## src/rtl/led_step_controller.sv

```systemverilog
// Four-position LED step sequencer driven by one push button: a short press reverses
// direction, a long press pauses/resumes. Button path is synchronized and debounced.
module led_step_controller #(
    parameter int STEP_CYCLES = 25_152_000,
    parameter int DEB_CYCLES  = 240_000,
    parameter int HOLD_CYCLES = 24_000_000
) (
    input  logic       clk_prescale,
    input  logic       rstn,
    input  logic       btn_a_n,
    output logic       led_r,
    output logic       led_g,
    output logic       led_b,
    output logic [1:0] step,
    output logic       dir,
    output logic       running
);

    localparam int TW = $clog2(STEP_CYCLES);
    localparam int DW = (DEB_CYCLES > 1) ? $clog2(DEB_CYCLES) : 1;
    localparam int HW = (HOLD_CYCLES > 1) ? $clog2(HOLD_CYCLES) : 1;

    localparam logic [TW-1:0] TIMER_LAST = TW'(STEP_CYCLES - 1);
    localparam logic [DW-1:0] DEB_LAST   = DW'(DEB_CYCLES - 1);
    localparam logic [HW-1:0] HOLD_LAST  = HW'(HOLD_CYCLES - 1);
    localparam logic [HW-1:0] HOLD_MAX   = {HW{1'b1}};

    typedef enum logic [1:0] {
        REL     = 2'd0,
        PRESSED = 2'd1,
        HELD    = 2'd2
    } press_state_t;

    logic          sync1_reg;
    logic          sync2_reg;
    logic          deb_level_reg;
    logic [DW-1:0] deb_cnt_reg;
    press_state_t  state_reg;
    logic [HW-1:0] hold_cnt_reg;
    logic [TW-1:0] timer_reg;

    logic       deb_flip;
    logic       deb_press;
    logic       deb_release;
    logic       advance;
    logic [1:0] step_next;
    logic [2:0] led_next;

    // The press FSM reacts on the same edge the debounced level flips, so the
    // button-to-dir latency is the synchronizer plus the debounce window only.
    always_comb begin
        deb_flip    = (sync2_reg != deb_level_reg) && (deb_cnt_reg == DEB_LAST);
        deb_press   = deb_flip && !sync2_reg;
        deb_release = deb_flip && sync2_reg;
        advance     = running && (timer_reg == TIMER_LAST);
        step_next   = step;
        if (advance) begin
            step_next = dir ? (step - 2'd1) : (step + 2'd1);
        end
        case (step_next)
            2'd0:    led_next = 3'b111;
            2'd1:    led_next = 3'b011;
            2'd2:    led_next = 3'b101;
            default: led_next = 3'b110;
        endcase
    end

    always_ff @(posedge clk_prescale or negedge rstn) begin
        if (!rstn) begin
            sync1_reg     <= 1'b1;
            sync2_reg     <= 1'b1;
            deb_level_reg <= 1'b1;
            deb_cnt_reg   <= '0;
        end else begin
            sync1_reg <= btn_a_n;
            sync2_reg <= sync1_reg;
            if (sync2_reg == deb_level_reg) begin
                deb_cnt_reg <= '0;
            end else if (deb_cnt_reg == DEB_LAST) begin
                deb_level_reg <= sync2_reg;
                deb_cnt_reg   <= '0;
            end else begin
                deb_cnt_reg <= deb_cnt_reg + 1'b1;
            end
        end
    end

    always_ff @(posedge clk_prescale or negedge rstn) begin
        if (!rstn) begin
            state_reg    <= REL;
            hold_cnt_reg <= '0;
            dir          <= 1'b0;
            running      <= 1'b1;
        end else begin
            case (state_reg)
                REL: begin
                    if (deb_press) begin
                        state_reg    <= PRESSED;
                        hold_cnt_reg <= '0;
                    end
                end
                PRESSED: begin
                    if (hold_cnt_reg != HOLD_MAX) begin
                        hold_cnt_reg <= hold_cnt_reg + 1'b1;
                    end
                    // A release wins over reaching the hold threshold on the same edge.
                    if (deb_release) begin
                        state_reg <= REL;
                        dir       <= ~dir;
                    end else if (hold_cnt_reg == HOLD_LAST) begin
                        state_reg <= HELD;
                        running   <= ~running;
                    end
                end
                HELD: begin
                    if (deb_release) begin
                        state_reg <= REL;
                    end
                end
                default: state_reg <= REL;
            endcase
        end
    end

    // Step, timer and LEDs see the pre-edge dir/running, so coincident toggles
    // only take effect from the following edge.
    always_ff @(posedge clk_prescale or negedge rstn) begin
        if (!rstn) begin
            timer_reg <= '0;
            step      <= 2'd0;
            led_r     <= 1'b1;
            led_g     <= 1'b1;
            led_b     <= 1'b1;
        end else begin
            if (running) begin
                timer_reg <= (timer_reg == TIMER_LAST) ? '0 : (timer_reg + 1'b1);
            end
            step  <= step_next;
            led_r <= led_next[2];
            led_g <= led_next[1];
            led_b <= led_next[0];
        end
    end

endmodule
```

## config.mk

```make
export PLATFORM = sky130hd
export DESIGN_NAME = led_step_controller
export DESIGN_NICKNAME = d
export VERILOG_FILES = /design/src/rtl/led_step_controller.sv
export SDC_FILE = /design/constraint.sdc
export NUM_CORES = 1
export LEC_CHECK = 0
export ABC_CLOCK_PERIOD_IN_PS = 6120
export CAP_MARGIN = 20
export CORE_ASPECT_RATIO = 0.5
export CORE_UTILIZATION = 50
export DETAILED_ROUTE_END_ITERATION = 7
export GPL_TIMING_DRIVEN = 0
export PLACE_DENSITY = 0.74
export REMOVE_ABC_BUFFERS = 1
export SLEW_MARGIN = 5
export SYNTH_ARGS = -nofsm -noshare
export SYNTH_HDL_FRONTEND = slang
export SYNTH_SLANG_ARGS = --single-unit
```

## constraint.sdc

```tcl
create_clock -name clk_prescale -period 6.12 [get_ports clk_prescale]
set_clock_uncertainty 0.2 [all_clocks]
set_input_delay 0.918 -clock clk_prescale [delete_from_list [all_inputs] [get_ports clk_prescale]]
set_output_delay 0.918 -clock clk_prescale [all_outputs]
set_load 0.01 [all_outputs]
```

==> impl_metrics.ini <==
[detailed_routing]
drc = 0
drt_iter0_drc = 227
dr.pass1.iters = 4
via_per_inst = 5.76
ant_nets = 0
vias = 3166
wirelength_mm = 8.07
wl_per_cell_um = 14.7

[sta]
finalSetupViolations = 0
fin_crit_sh_pct = 45.7
max_clock_freq_ghz = 0.358
worstMarginPinSlew_ps = 880
relSlewSlack_pct = 40.8
min_period_ps = 2790
hold_ws_ps = 158
drv_slew = 0
hold_viol = 0
grt_setup_unrepaired = false
fin_tns_setup_ps = 0

[clocking]
cts_num_sinks = 80
h-tree-depth = 3
numCtsBuffers = 9
clk_pin_slew_ps = 60
cts_tree = done
postCtsSetupBuffers = 0
clockBufferDepth = 2
cts-resized-gates = 0
clkLatencyLatePin_ps = 340
postCtsHoldBufs = 0
clockRootBuffer = clkbuf_16

[setup_path]
r2r_end = hold_cnt_reg[12]$_DFFE_PN0P_
reg2reg_from = deb_cnt_reg[0]$_DFF_PN0_
r2r_slack_ps = 3330
startpoint = deb_cnt_reg[0]$_DFF_PN0_
reg2reg_depth = 7
startpoint_type = register
critPathCapture = hold_cnt_reg[12]$_DFFE_PN0P_
arrival_ps = 2840
setup.worst_path.class = register to register
required_ps = 6170
critPathMaxFanout = 11
cp-end-kind = register

[logic_synthesis]
netlist_area_um2 = 4110
synth-edff-count = 0
yosys_warnings = 0
synth.most_common_cell = dfrtp_1
synth_top_area_cell = dfrtp_1
ys_ff_latch = 80
yosys-top-cells-area = dfrtp_1, xor2_1, nor2_1, dfstp_2, nand2_1
synth_cell_types = 46
synth.yosys.seq_area_share_pct = 48.9
synth_flop_cell = dfrtp_1
postSynthCellCount = 430
netlist_top_cells_count = dfrtp_1, nor2_1, nand2_1
synth_top_area_share_pct = 44.4
syn_avg_cell_area_um2 = 9.56
async_reset_ff_share_pct = 100

[finish]
syn_to_final_growth_pct = 12.6
antenna_cells = 0
drive_gt1_share_pct = 7.92
nFillCells = 638
multi_input_area_um2 = 1990
seq_area_um2 = 2010
nNetsFinal = 443
post-route-util_pct = 60.7

[power]
pwr-share-clk_pct = 52.3
p_int_mw = 0.934
vdd_ir_drop_max_mv = 0.156
cellLeakagePower_nw = 2.00
powerDensity_nw_per_um2 = 250
p_seq_share_pct = 46.1
p_comb_share_pct = 1.7
total_power_mw = 1.16
swShare_pct = 19.4
switchingPower_mw = 0.225

[floorplanning]
die_x_um = 130
die_h_um = 66.1
die_area_um2 = 8610
core_um2 = 7620
ios = 10
start_util_pct = 53.9
num_rows = 22

[job]
max-cap-violations = 0

[placed_design]
port_buffers = 9
globalplace.congestion = 0.817
dpl.hpwl_mm = 5.35

[outcome]
status = complete, no violations

[global_routing]
grt_pass1_vias = 3035
grt_pass1_wl_mm = 13.9
grt_max_degree = 66
grtUsageTotal_pct = 21.3
grt.overflow.total = 0
antenna_found_initial = 0

[hold_path]
hold_path_class = register to register
how the worst min path moves through the flow:
stage	end	from	slack, ps	cells past startpoint
after global routing	sync2_reg$_DFF_PN1_	sync1_reg$_DFF_PN1_	160	0
after global placement	sync2_reg$_DFF_PN1_	sync1_reg$_DFF_PN1_	150	0
final	sync2_reg$_DFF_PN1_	sync1_reg$_DFF_PN1_	160	0
after detailed placement	sync2_reg$_DFF_PN1_	sync1_reg$_DFF_PN1_	150	0
after floorplan	sync2_reg$_DFF_PN1_	sync1_reg$_DFF_PN1_	150	0
after CTS	sync2_reg$_DFF_PN1_	sync1_reg$_DFF_PN1_	160	0
stage by stage:
step           area [um^2]  setup WS [ps]  std cells
2_1_floorplan         4010           3280        414
3_3_place_gp          4230           1060        531
3_5_place_dp          4290           3360        534
4_1_cts               4630           3340        550
5_1_grt               4630           3160        550
6_report              4630           3330        550
power groups by stage:
stage / clock network (mW) / registers [mW] / logic (mW)
6_report: 0.606 / 0.534 / 0.0195
5_1_grt: 0.639 / 0.534 / 0.0226
4_1_cts: 0.617 / 0.534 / 0.0204
3_5_place_dp: 0 / 0.543 / 0.0202
3_3_place_gp: 0 / 0.543 / 0.0175
2_1_floorplan: 0 / 0.543 / 0.00441
routing by layer:
layer / global-route usage, % / vias up / routed length, um
met1: 27.0 / 1557 / 3960
met4: 6.10 / 0 / 90
met3: 6.96 / 12 / 274
met2: 34.8 / 42 / 3740
met5: 0 / - / 0
li1: - / 1555 / -
cells by family after synthesis:
logic type | after synthesis | share of synthesized area [%]
flops | 80 | 48.9
fa+ha+maj | 3 | 0.913
compound gates | 60 | 9.19
xor+xnor | 45 | 9.59
simple gates | 219 | 28.1
mux | 1 | 0.243
buf+inv | 22 | 3.10
cells in the final DEF, fill, tap and decap left out, drive strengths merged, types with 10 or more instances in the layout:
cell     n
dfrtp   73
nor2    50
nand2   42
nand3   32
xor2    29
o21ai   23
and3    17
xnor2   16
nand4   16
a21oi   16
o211ai  13
or3     12
clkbuf  10
layout make-up:
class,instances,share of cell area [%]
timing repair buffer,12,2.97
clock buffer,10,4.94
multi-input combinational,328,42.9
tap,108,2.92
clock inverter,6,2.32
inverter,6,0.486
sequential,80,43.4
worst max-delay path, stage by stage (launching register included):
cell      delay, ps
dfrtp_1         380
ha_1            230
and3_1          360
and3_1          200
and4_1          490
o211ai_2        290
or3_1           390
a21oi_1         150
No activity file was read; power rests on OpenSTA's default activity.
